$ cat src/rtl/wb.sv
// swt16 write-back stage: stage register, register-file write port with forwarding mirror,
// retired-instruction / cycle counters and the halt state machine.
module wb #(
   parameter int unsigned IALU_WORD_WIDTH = 16,
   parameter int unsigned OPCODE_WIDTH    = 4,
   parameter int unsigned PC_WIDTH        = 12,
   parameter int unsigned PMEM_WORD_WIDTH = 16,
   parameter int unsigned REG_IDX_WIDTH   = 4,
   parameter int unsigned CNT_WIDTH       = 32,
   parameter logic [OPCODE_WIDTH-1:0] HALT_OPCODE = 4'hF
) (
   input  logic                       clock,
   input  logic                       reset,
   input  logic                       in_act_write_res_to_reg,
   input  logic [2:0]                 in_cycle_in_instr,
   input  logic [PMEM_WORD_WIDTH-1:0] in_instr,
   input  logic                       in_instr_is_bubble,
   input  logic [PC_WIDTH-1:0]        in_pc,
   input  logic [IALU_WORD_WIDTH-1:0] in_res,
   input  logic [REG_IDX_WIDTH-1:0]   in_res_reg_idx,
   output logic                       out_reg_wr_en,
   output logic [REG_IDX_WIDTH-1:0]   out_reg_wr_idx,
   output logic [IALU_WORD_WIDTH-1:0] out_reg_wr_data,
   output logic                       out_fwd_valid,
   output logic [REG_IDX_WIDTH-1:0]   out_fwd_idx,
   output logic [IALU_WORD_WIDTH-1:0] out_fwd_data,
   output logic [CNT_WIDTH-1:0]       out_instret,
   output logic [CNT_WIDTH-1:0]       out_cycle_cnt,
   output logic                       out_halted,
   output logic [PC_WIDTH-1:0]        out_last_pc
);

   typedef enum logic {RUN = 1'b0, HALTED = 1'b1} state_t;

   localparam logic [CNT_WIDTH-1:0] CNT_ONE = {{(CNT_WIDTH-1){1'b0}}, 1'b1};

   state_t                     r_state;
   state_t                     w_state_nxt;
   logic                       r_act_ff;
   logic [2:0]                 r_cycle_ff;
   logic [PMEM_WORD_WIDTH-1:0] r_instr_ff;
   logic                       r_bubble_ff;
   logic [PC_WIDTH-1:0]        r_pc_ff;
   logic [IALU_WORD_WIDTH-1:0] r_res_ff;
   logic [REG_IDX_WIDTH-1:0]   r_idx_ff;
   logic [CNT_WIDTH-1:0]       r_instret;
   logic [CNT_WIDTH-1:0]       r_cycle_cnt;
   logic [PC_WIDTH-1:0]        r_last_pc;
   logic                       w_retire;
   logic                       w_wr_en;
   logic                       w_is_halt;

   assign w_is_halt = (r_instr_ff[PMEM_WORD_WIDTH-1 -: OPCODE_WIDTH] == HALT_OPCODE);

   always_ff @(posedge clock) begin
      if (reset) r_state <= RUN;
      else       r_state <= w_state_nxt;
   end

   always_comb begin
      w_state_nxt = r_state;
      w_retire    = 1'b0;
      w_wr_en     = 1'b0;
      case (r_state)
         RUN: begin
            w_retire = ~r_bubble_ff & (r_cycle_ff == '0);
            w_wr_en  = r_act_ff & ~r_bubble_ff;
            if (w_retire && w_is_halt) w_state_nxt = HALTED;
         end
         HALTED: w_state_nxt = HALTED;
         default: w_state_nxt = RUN;
      endcase
   end

   always_ff @(posedge clock) begin
      if (reset) begin
         // Reset leaves an empty slot in the stage register so the first edge out of reset retires nothing.
         r_act_ff    <= 1'b0;
         r_cycle_ff  <= '0;
         r_instr_ff  <= '0;
         r_bubble_ff <= 1'b1;
         r_pc_ff     <= '0;
         r_res_ff    <= '0;
         r_idx_ff    <= '0;
         r_instret   <= '0;
         r_cycle_cnt <= '0;
         r_last_pc   <= '0;
      end else begin
         r_act_ff    <= in_act_write_res_to_reg;
         r_cycle_ff  <= in_cycle_in_instr;
         r_instr_ff  <= in_instr;
         r_bubble_ff <= in_instr_is_bubble;
         r_pc_ff     <= in_pc;
         r_res_ff    <= in_res;
         r_idx_ff    <= in_res_reg_idx;
         if (r_state == RUN) r_cycle_cnt <= r_cycle_cnt + CNT_ONE;
         if (w_retire) begin
            r_instret <= r_instret + CNT_ONE;
            r_last_pc <= r_pc_ff;
         end
      end
   end

   assign out_reg_wr_en   = w_wr_en;
   assign out_reg_wr_idx  = r_idx_ff;
   assign out_reg_wr_data = r_res_ff;
   assign out_fwd_valid   = w_wr_en;
   assign out_fwd_idx     = r_idx_ff;
   assign out_fwd_data    = r_res_ff;
   assign out_instret     = r_instret;
   assign out_cycle_cnt   = r_cycle_cnt;
   assign out_halted      = (r_state == HALTED);
   assign out_last_pc     = r_last_pc;

endmodule

$ cat config.mk
export PLATFORM = sky130hd
export DESIGN_NAME = wb
export DESIGN_NICKNAME = d
export VERILOG_FILES = /design/src/rtl/wb.sv
export SDC_FILE = /design/constraint.sdc
export NUM_CORES = 1
export LEC_CHECK = 0
export ABC_AREA = 0
export BUFFER_PORTS_ARGS = -buffer_cell sky130_fd_sc_hd__buf_4
export CAP_MARGIN = 0
export CORE_MARGIN = 2
export CORE_UTILIZATION = 38
export CTS_BUF_LIST = sky130_fd_sc_hd__clkbuf_4 sky130_fd_sc_hd__clkbuf_8 sky130_fd_sc_hd__clkbuf_16
export CTS_CLUSTER_SIZE = 12
export DETAILED_ROUTE_END_ITERATION = 8
export PLACE_DENSITY_LB_ADDON = 0.3
export SYNTH_ARGS = -nofsm -noshare
export SYNTH_HDL_FRONTEND = slang
export SYNTH_SLANG_ARGS = --single-unit
$ cat constraint.sdc
create_clock -name clock -period 2.7 [get_ports clock]
set_input_delay 0.675 -clock clock [delete_from_list [all_inputs] [get_ports clock]]
set_output_delay 0.675 -clock clock [all_outputs]
set_load 0.05 [all_outputs]
==> results.py, run 1 <==
metrics = {
    "worst_setup_path": {
        "start_kind": "flip-flop",
        "critPathKind": "flip-flop to flip-flop",
        "critPathArrivalTime_ns": 2.78,
        "crit_required_ns": 3.03,
        "cp_max_fo": 19,
        "end_kind": "flip-flop",
    },
    "cts": {
        "clk_pin_slew_ns": 0.05,
        "root_buffer": "clkbuf_16",
        "cts_htree_levels": 4,
        "cts_hold_buf": 0,
        "post_cts_resized": 0,
        "cts_tree": "built",
        "postCtsSetupBuffers": 0,
        "numCtsBuffers": 17,
        "insertion_delay_ns": 0.40,
        "cts_max_path_buffers": 2,
        "clkSinkCount": 118,
    },
    "detailed_routing": {
        "ant_nets": 0,
        "dr.pass1.iters": 4,
        "viasPerCell": 5.094,
        "drc": 0,
        "avgRoutedWirePerCell_um": 13.76,
        "via_count": 4279,
        "wirelength_mm": 11.56,
        "drt_iter0_markers": 278,
    },
    "die": {
        "die_x_um": 116.0,
        "io_pins": 174,
        "num_rows": 40,
        "initial_core_util": 0.3934,
        "core_mm2": 0.01211,
        "die_h_um": 116.0,
        "dieArea_mm2": 0.01345,
    },
    "synthesis": {
        "syn_nets": 583,
        "synth_xor_area_frac": 0.03493,
        "synthSimpleGateAreaFrac": 0.2681,
        "synth_compound_area_frac": 0.1226,
        "avgSynthCellArea_um2": 9.058,
        "seq_area_frac_synth": 0.4958,
        "synthMuxAreaShare": 0.002101,
        "synthAdderAreaFrac": 0.005252,
        "synthFlopType": "dfxtp_1",
        "synthArstFlopShare": 0,
        "netlist_instances": 526,
        "synth_edf_count": 0,
        "ys_seq_elements": 118,
        "syn_area_mm2": 0.004765,
        "ys_types": 32,
        "synth_top_family_by_area": "simple AND/OR/NAND/NOR gates",
        "ys_warn_count": 0,
    },
    "power": {
        "fin_total_pwr_mw": 4.242,
        "powerDensity_mw_per_mm2": 650.7,
        "vdd_drop_max_v": 0.0004495,
        "leakagePower_nw": 2.568,
    },
    "cells_and_area": {
        "area_growth_pct": 36.82,
        "nNetsFinal": 716,
        "drive_gt1_frac": 0.3051,
        "fillerInstances": 1105,
        "final_core_utilization": 0.5382,
        "diodes": 0,
    },
    "timing": {
        "layout_worst_path_cycle_share": 0.9062,
        "clock-skew-final_ns": 0.006142,
        "finalCriticalPeriod_ns": 2.447,
        "finalSetupViolCount": 0,
        "fin_setup_tns_ns": 0,
        "rsz0062_at_grt": "no",
        "hold_viol": 0,
        "max_slew_margin": 0.5527,
        "max_slew.worst_pin.slew_ns": 0.6710,
        "fmax_mhz": 408.7,
        "finalMaxSlewViolations": 0,
    },
    "global_routing": {
        "antenna_found_initial": 0,
        "grtUsageTotal": 0.1743,
        "grt_pass1_vias": 3964,
        "grt_pass1_wl_mm": 18.40,
        "grt-ovfl-total": 0,
        "grt_max_degree": 67,
    },
    "place": {
        "globalplace.congestion": 0.7991,
        "hpwl_mm": 8.031,
        "io_buffers": 161,
    },
    "outcome": {
        "outcome": "finished, final reports clean",
    },
    "min_path": {
        "min_path_type": "flip-flop to flip-flop",
    },
    "job": {
        "drv_cap": 0,
    },
}
## layout by cell type, fill, tap and decap left out, types with 2 or more instances in the layout
cell type | synthesis | routed
a21oi_1 | 56 | 56
and2_1 | 4 | 4
and3_1 | 5 | 5
and4_1 | 9 | 9
and4b_1 | 2 | 2
buf_4 | 22 | 170
clkbuf_16 | 0 | 17
clkbuf_4 | 0 | 4
clkbuf_8 | 0 | 2
clkinv_2 | 0 | 5
clkinvlp_4 | 0 | 3
dfxtp_1 | 118 | 118
ha_1 | 2 | 2
inv_1 | 7 | 7
nand2_1 | 46 | 46
nand3_1 | 21 | 21
nand4_1 | 18 | 18
nor2_1 | 22 | 22
nor2b_1 | 41 | 41
nor3_1 | 3 | 3
o21ai_0 | 10 | 10
o31ai_1 | 33 | 33
or3_1 | 10 | 10
or4_1 | 35 | 35
or4b_1 | 2 | 2
xnor2_1 | 5 | 5
xor2_1 | 14 | 14
## metal layers
metal	part of all wire	vias to the layer above	track usage	wire, um
met5	0	-	0	0
met4	0.017	0	0.08571	197
met3	0.065	15	0.05910	749
met2	0.48	144	0.2830	5588
met1	0.43	1991	0.2068	5027
li1	-	2129	-	-
## final timing paths
check                                                   start                              to  slack (ns)  depth (start not counted)
worst max-delay path            out_cycle_cnt[0]$_SDFFE_PP0N_  out_cycle_cnt[20]$_SDFFE_PP0N_        0.25                          5
worst min-delay path                    r_pc_ff[3]$_SDFF_PP0_     out_last_pc[3]$_SDFFE_PP0P_        0.43                          2
worst max register to register  out_cycle_cnt[0]$_SDFFE_PP0N_  out_cycle_cnt[20]$_SDFFE_PP0N_        0.25                          5
worst min register to register          r_pc_ff[3]$_SDFF_PP0_     out_last_pc[3]$_SDFFE_PP0P_        0.43                          2
## flip-flops by register name, summed over array words and instances (netlist names)
signal         cells
out_fwd_idx        4
out_fwd_data      16
r_cycle_ff         3
out_instret       32
out_halted         1
out_last_pc       12
r_act_ff           1
r_pc_ff           12
out_cycle_cnt     32
r_instr_ff         4
r_bubble_ff        1
## final cells by class
| cell class | instances | area, um^2 | area share |
|---|---|---|---|
| Sequential cell | 118 | 2362 | 0.3624 |
| Multi-Input combinational cell | 344 | 2063 | 0.3165 |
| Timing Repair Buffer | 171 | 1296 | 0.1988 |
| Clock buffer | 23 | 483.0 | 0.07409 |
| Clock inverter | 9 | 77.57 | 0.01190 |
| Tap cell | 168 | 210.2 | 0.03225 |
| Inverter | 7 | 26.28 | 0.004031 |
## logic make-up (layout without fill, tap and decap cells)
kind of cell / Yosys count / in the layout
XOR/XNOR: 19 / 19
multiplexers: 1 / 1
buffers and inverters: 64 / 210
flip-flops: 118 / 118
AND/OR/NAND/NOR: 222 / 222
adder cells (fa/ha/maj): 2 / 2
AO/OA/AOI/OAI: 100 / 100
## through the flow
stage | instances | area [um^2] | worst slack (ns) | hold WS [ns]
floorplan | 526 | 4765 | 0.2448 | 0.4174
global placement | 808 | 5958 | 0.4106 | 0.4193
detailed placement | 808 | 5958 | 0.3144 | 0.4252
CTS | 840 | 6519 | 0.2684 | 0.4332
global route | 840 | 6519 | 0.1403 | 0.4385
finish | 840 | 6519 | 0.2533 | 0.4302
## synthesized netlist by cell type, drive strengths merged, types with 2 or more instances
cell type | n | area share
o31ai | 33 | 0.052
a21oi | 56 | 0.059
and3 | 5 | 0.0066
and2 | 5 | 0.0066
nor2b | 41 | 0.054
or4 | 35 | 0.055
or4b | 2 | 0.0042
clkbuf | 29 | 0.023
and4 | 9 | 0.017
buf | 28 | 0.043
xor2 | 14 | 0.026
ha | 2 | 0.0053
inv | 7 | 0.0055
nor3 | 3 | 0.0032
nor2 | 22 | 0.017
or3 | 10 | 0.013
and4b | 2 | 0.0042
xnor2 | 5 | 0.0092
nand3 | 21 | 0.022
o21ai | 10 | 0.011
nand2 | 46 | 0.036
dfxtp | 118 | 0.50
nand4 | 18 | 0.024
## critical path, cell delays in order (launching register included)
cell and delay, ns:
dfxtp_1 0.40, ha_1 0.20, nand3b_1 0.15, or4_1 0.83
or4_1 0.62, a21oi_1 0.17
## where the power goes
| group | leakage (nW) | total, mW | switching [mW] | internal [mW] |
|---|---|---|---|---|
| sequential | 0.963 | 1.81 | 0.0225 | 1.79 |
| combinational | 1.33 | 0.345 | 0.223 | 0.122 |
| clock | 0.276 | 2.09 | 0.746 | 1.34 |
Note: power is estimated with default switching activity, not from simulation.
==> inputs of run 2 (changes only) <==
CTS_BUF_LIST = sky130_fd_sc_hd__clkbuf_2 sky130_fd_sc_hd__clkbuf_4 sky130_fd_sc_hd__clkbuf_8   (was sky130_fd_sc_hd__clkbuf_4 sky130_fd_sc_hd__clkbuf_8 sky130_fd_sc_hd__clkbuf_16)
PLACE_DENSITY = 0.66   (was unset)
PLACE_DENSITY_LB_ADDON = unset   (was 0.3)
clock period = 2.1 ns   (was 2.7 ns; I/O delays follow)
==> run 2 against run 1 <==
  * Non-clock buffer count up 14
  * Final area up 0.61%
  * Clock skew up 0.00060 ns
  * Worst hold slack worse by 0.15 ns
  * Combinational power up 30%
  * First-iteration DRC count down 17%
==> results.py, run 2 (synthesis results as in run 1) <==
metrics = {
    "worst_setup_path": {
        "crit_buf_inv": 1,
        "cp_top_family": "simple AND/OR/NAND/NOR gates",
        "critPathSlowestCell": "or4_4",
        "cp_max_fo": 10,
        "path_cells": "ha_1 -> nand3b_1 -> or4_4 -> buf_6 -> or4_1 -> a21oi_1",
        "end_kind": "flip-flop",
        "critPathKind": "flip-flop to flip-flop",
        "critPathArrivalTime_ns": 2.37,
        "crit_required_ns": 2.46,
        "cpPeakStageDelay_ns": 0.51,
        "start_kind": "flip-flop",
    },
    "cts": {
        "numCtsBuffers": 17,
        "cts_htree_levels": 4,
        "clk_pin_slew_ns": 0.07,
        "cts_tree": "built",
        "root_buffer": "clkbuf_8",
        "cts_max_path_buffers": 2,
        "clkSinkCount": 118,
        "insertion_delay_ns": 0.43,
    },
    "global_routing": {
        "grt_pass1_vias": 3896,
        "grt_pass1_wl_mm": 18.68,
        "antenna_found_initial": 0,
        "grt_max_degree": 50,
        "grtUsageTotal": 0.1763,
        "grt-ovfl-total": 0,
    },
    "timing": {
        "fin_ws_ns": 0.09720,
        "max_slew_margin": 0.7263,
        "finalSetupViolCount": 0,
        "max_slew.worst_pin.slew_ns": 0.4105,
        "finalCriticalPeriod_ns": 2.003,
        "clock-skew-final_ns": 0.006745,
        "rsz0062_at_grt": "yes",
        "fmax_mhz": 499.3,
        "layout_worst_path_cycle_share": 0.9537,
        "finalMaxSlewViolations": 0,
        "hold_viol": 0,
        "whs_ns": 0.2780,
    },
    "outcome": {
        "outcome": "finished, final reports clean",
    },
    "place": {
        "io_buffers": 161,
        "post-place-ws_ns": 0.09581,
        "place_area_mm2": 0.006088,
        "globalplace.congestion": 0.7887,
        "hpwl_mm": 8.311,
    },
    "cells_and_area": {
        "nNetsFinal": 730,
        "final_common_cell": "buf_4",
        "drive_gt1_frac": 0.3615,
        "final_core_utilization": 0.5415,
        "final_cell_mix": "buf_4, dfxtp_1, a21oi_1",
        "design_area_mm2": 0.006559,
        "diodes": 0,
        "area_growth_pct": 37.66,
        "fillerInstances": 1178,
    },
    "power": {
        "fin_total_pwr_mw": 5.050,
        "vdd_drop_max_v": 0.0005859,
        "leakagePower_nw": 2.609,
        "powerDensity_mw_per_mm2": 770.0,
    },
    "detailed_routing": {
        "drt_iter0_markers": 230,
        "dr.pass1.iters": 4,
        "drc": 0,
        "wirelength_mm": 11.99,
        "avgRoutedWirePerCell_um": 14.03,
        "ant_nets": 0,
        "via_count": 4302,
        "viasPerCell": 5.037,
    },
    "die": {
        "initial_core_util": 0.3934,
        "die_x_um": 116.0,
        "core_mm2": 0.01211,
        "die_h_um": 116.0,
        "io_pins": 174,
        "dieArea_mm2": 0.01345,
        "num_rows": 40,
    },
    "job": {
        "drv_cap": 0,
    },
    "min_path": {
        "min_path_type": "input port to flip-flop",
    },
}
-- run 2: cell types whose count changed in the layout (fill, tap and decap cells not counted), moves of 3 or more --
cell	before	now
clkinvlp_4	3	0
clkbuf_16	17	0
bufinv_16	1	4
dfxtp_4	0	3
dfxtp_1	118	93
clkbuf_8	2	20
dfxtp_2	0	22
buf_4	170	181
-- run 2: report_power, final --
part	internal, mW	switching (mW)
clock	1.40	0.883
sequential	2.29	0.0275
combinational	0.160	0.288
total	3.85	1.20
-- run 2: path summary, 6_finish.rpt --
check / slack, ns / start / end / cells past startpoint
worst min-delay path: 0.28 / in_instr_is_bubble / r_bubble_ff$_SDFF_PP1_ / 2
worst max-delay path: 0.1 / out_cycle_cnt[0]$_SDFFE_PP0N_ / out_cycle_cnt[18]$_SDFFE_PP0N_ / 6
worst min register to register: 0.43 / r_pc_ff[1]$_SDFF_PP0_ / out_last_pc[1]$_SDFFE_PP0P_ / 2
worst max register to register: 0.1 / out_cycle_cnt[0]$_SDFFE_PP0N_ / out_cycle_cnt[18]$_SDFFE_PP0N_ / 6
-- run 2: repair_timing --
action / in CTS / in global routing
resized for setup: 0 / 5
hold buffers: 0 / 0
setup endpoints to repair: 0 / 8
buffers inserted: 0 / 1
-- run 2: final cells by class --
cell class	instances	area, um^2	area share
Timing Repair Buffer	185	1406	0.2144
Sequential cell	118	2401	0.3661
Clock inverter	10	150.1	0.02289
Multi-Input combinational cell	344	2074	0.3163
Inverter	7	26.28	0.004006
Clock buffer	22	290.3	0.04426
Tap cell	168	210.2	0.03205
-- run 2: per-stage QoR --
stage | TNS, ns | std cells
2_1_floorplan | -0.0003635 | 526
3_3_place_gp | 0 | 820
3_5_place_dp | 0 | 820
5_1_grt | -0.006774 | 854
6_report | 0 | 854
4_1_cts | 0 | 852
-- run 2: routing by layer --
| metal | GRT usage | wire (um) | vias up | part of all wire |
|---|---|---|---|---|
| li1 | - | - | 2164 | - |
| met1 | 0.2145 | 5240 | 2010 | 0.44 |
| met2 | 0.2862 | 5773 | 116 | 0.48 |
| met3 | 0.05805 | 799 | 12 | 0.067 |
| met4 | 0.07619 | 172 | 0 | 0.014 |
| met5 | 0 | 0 | - | 0 |
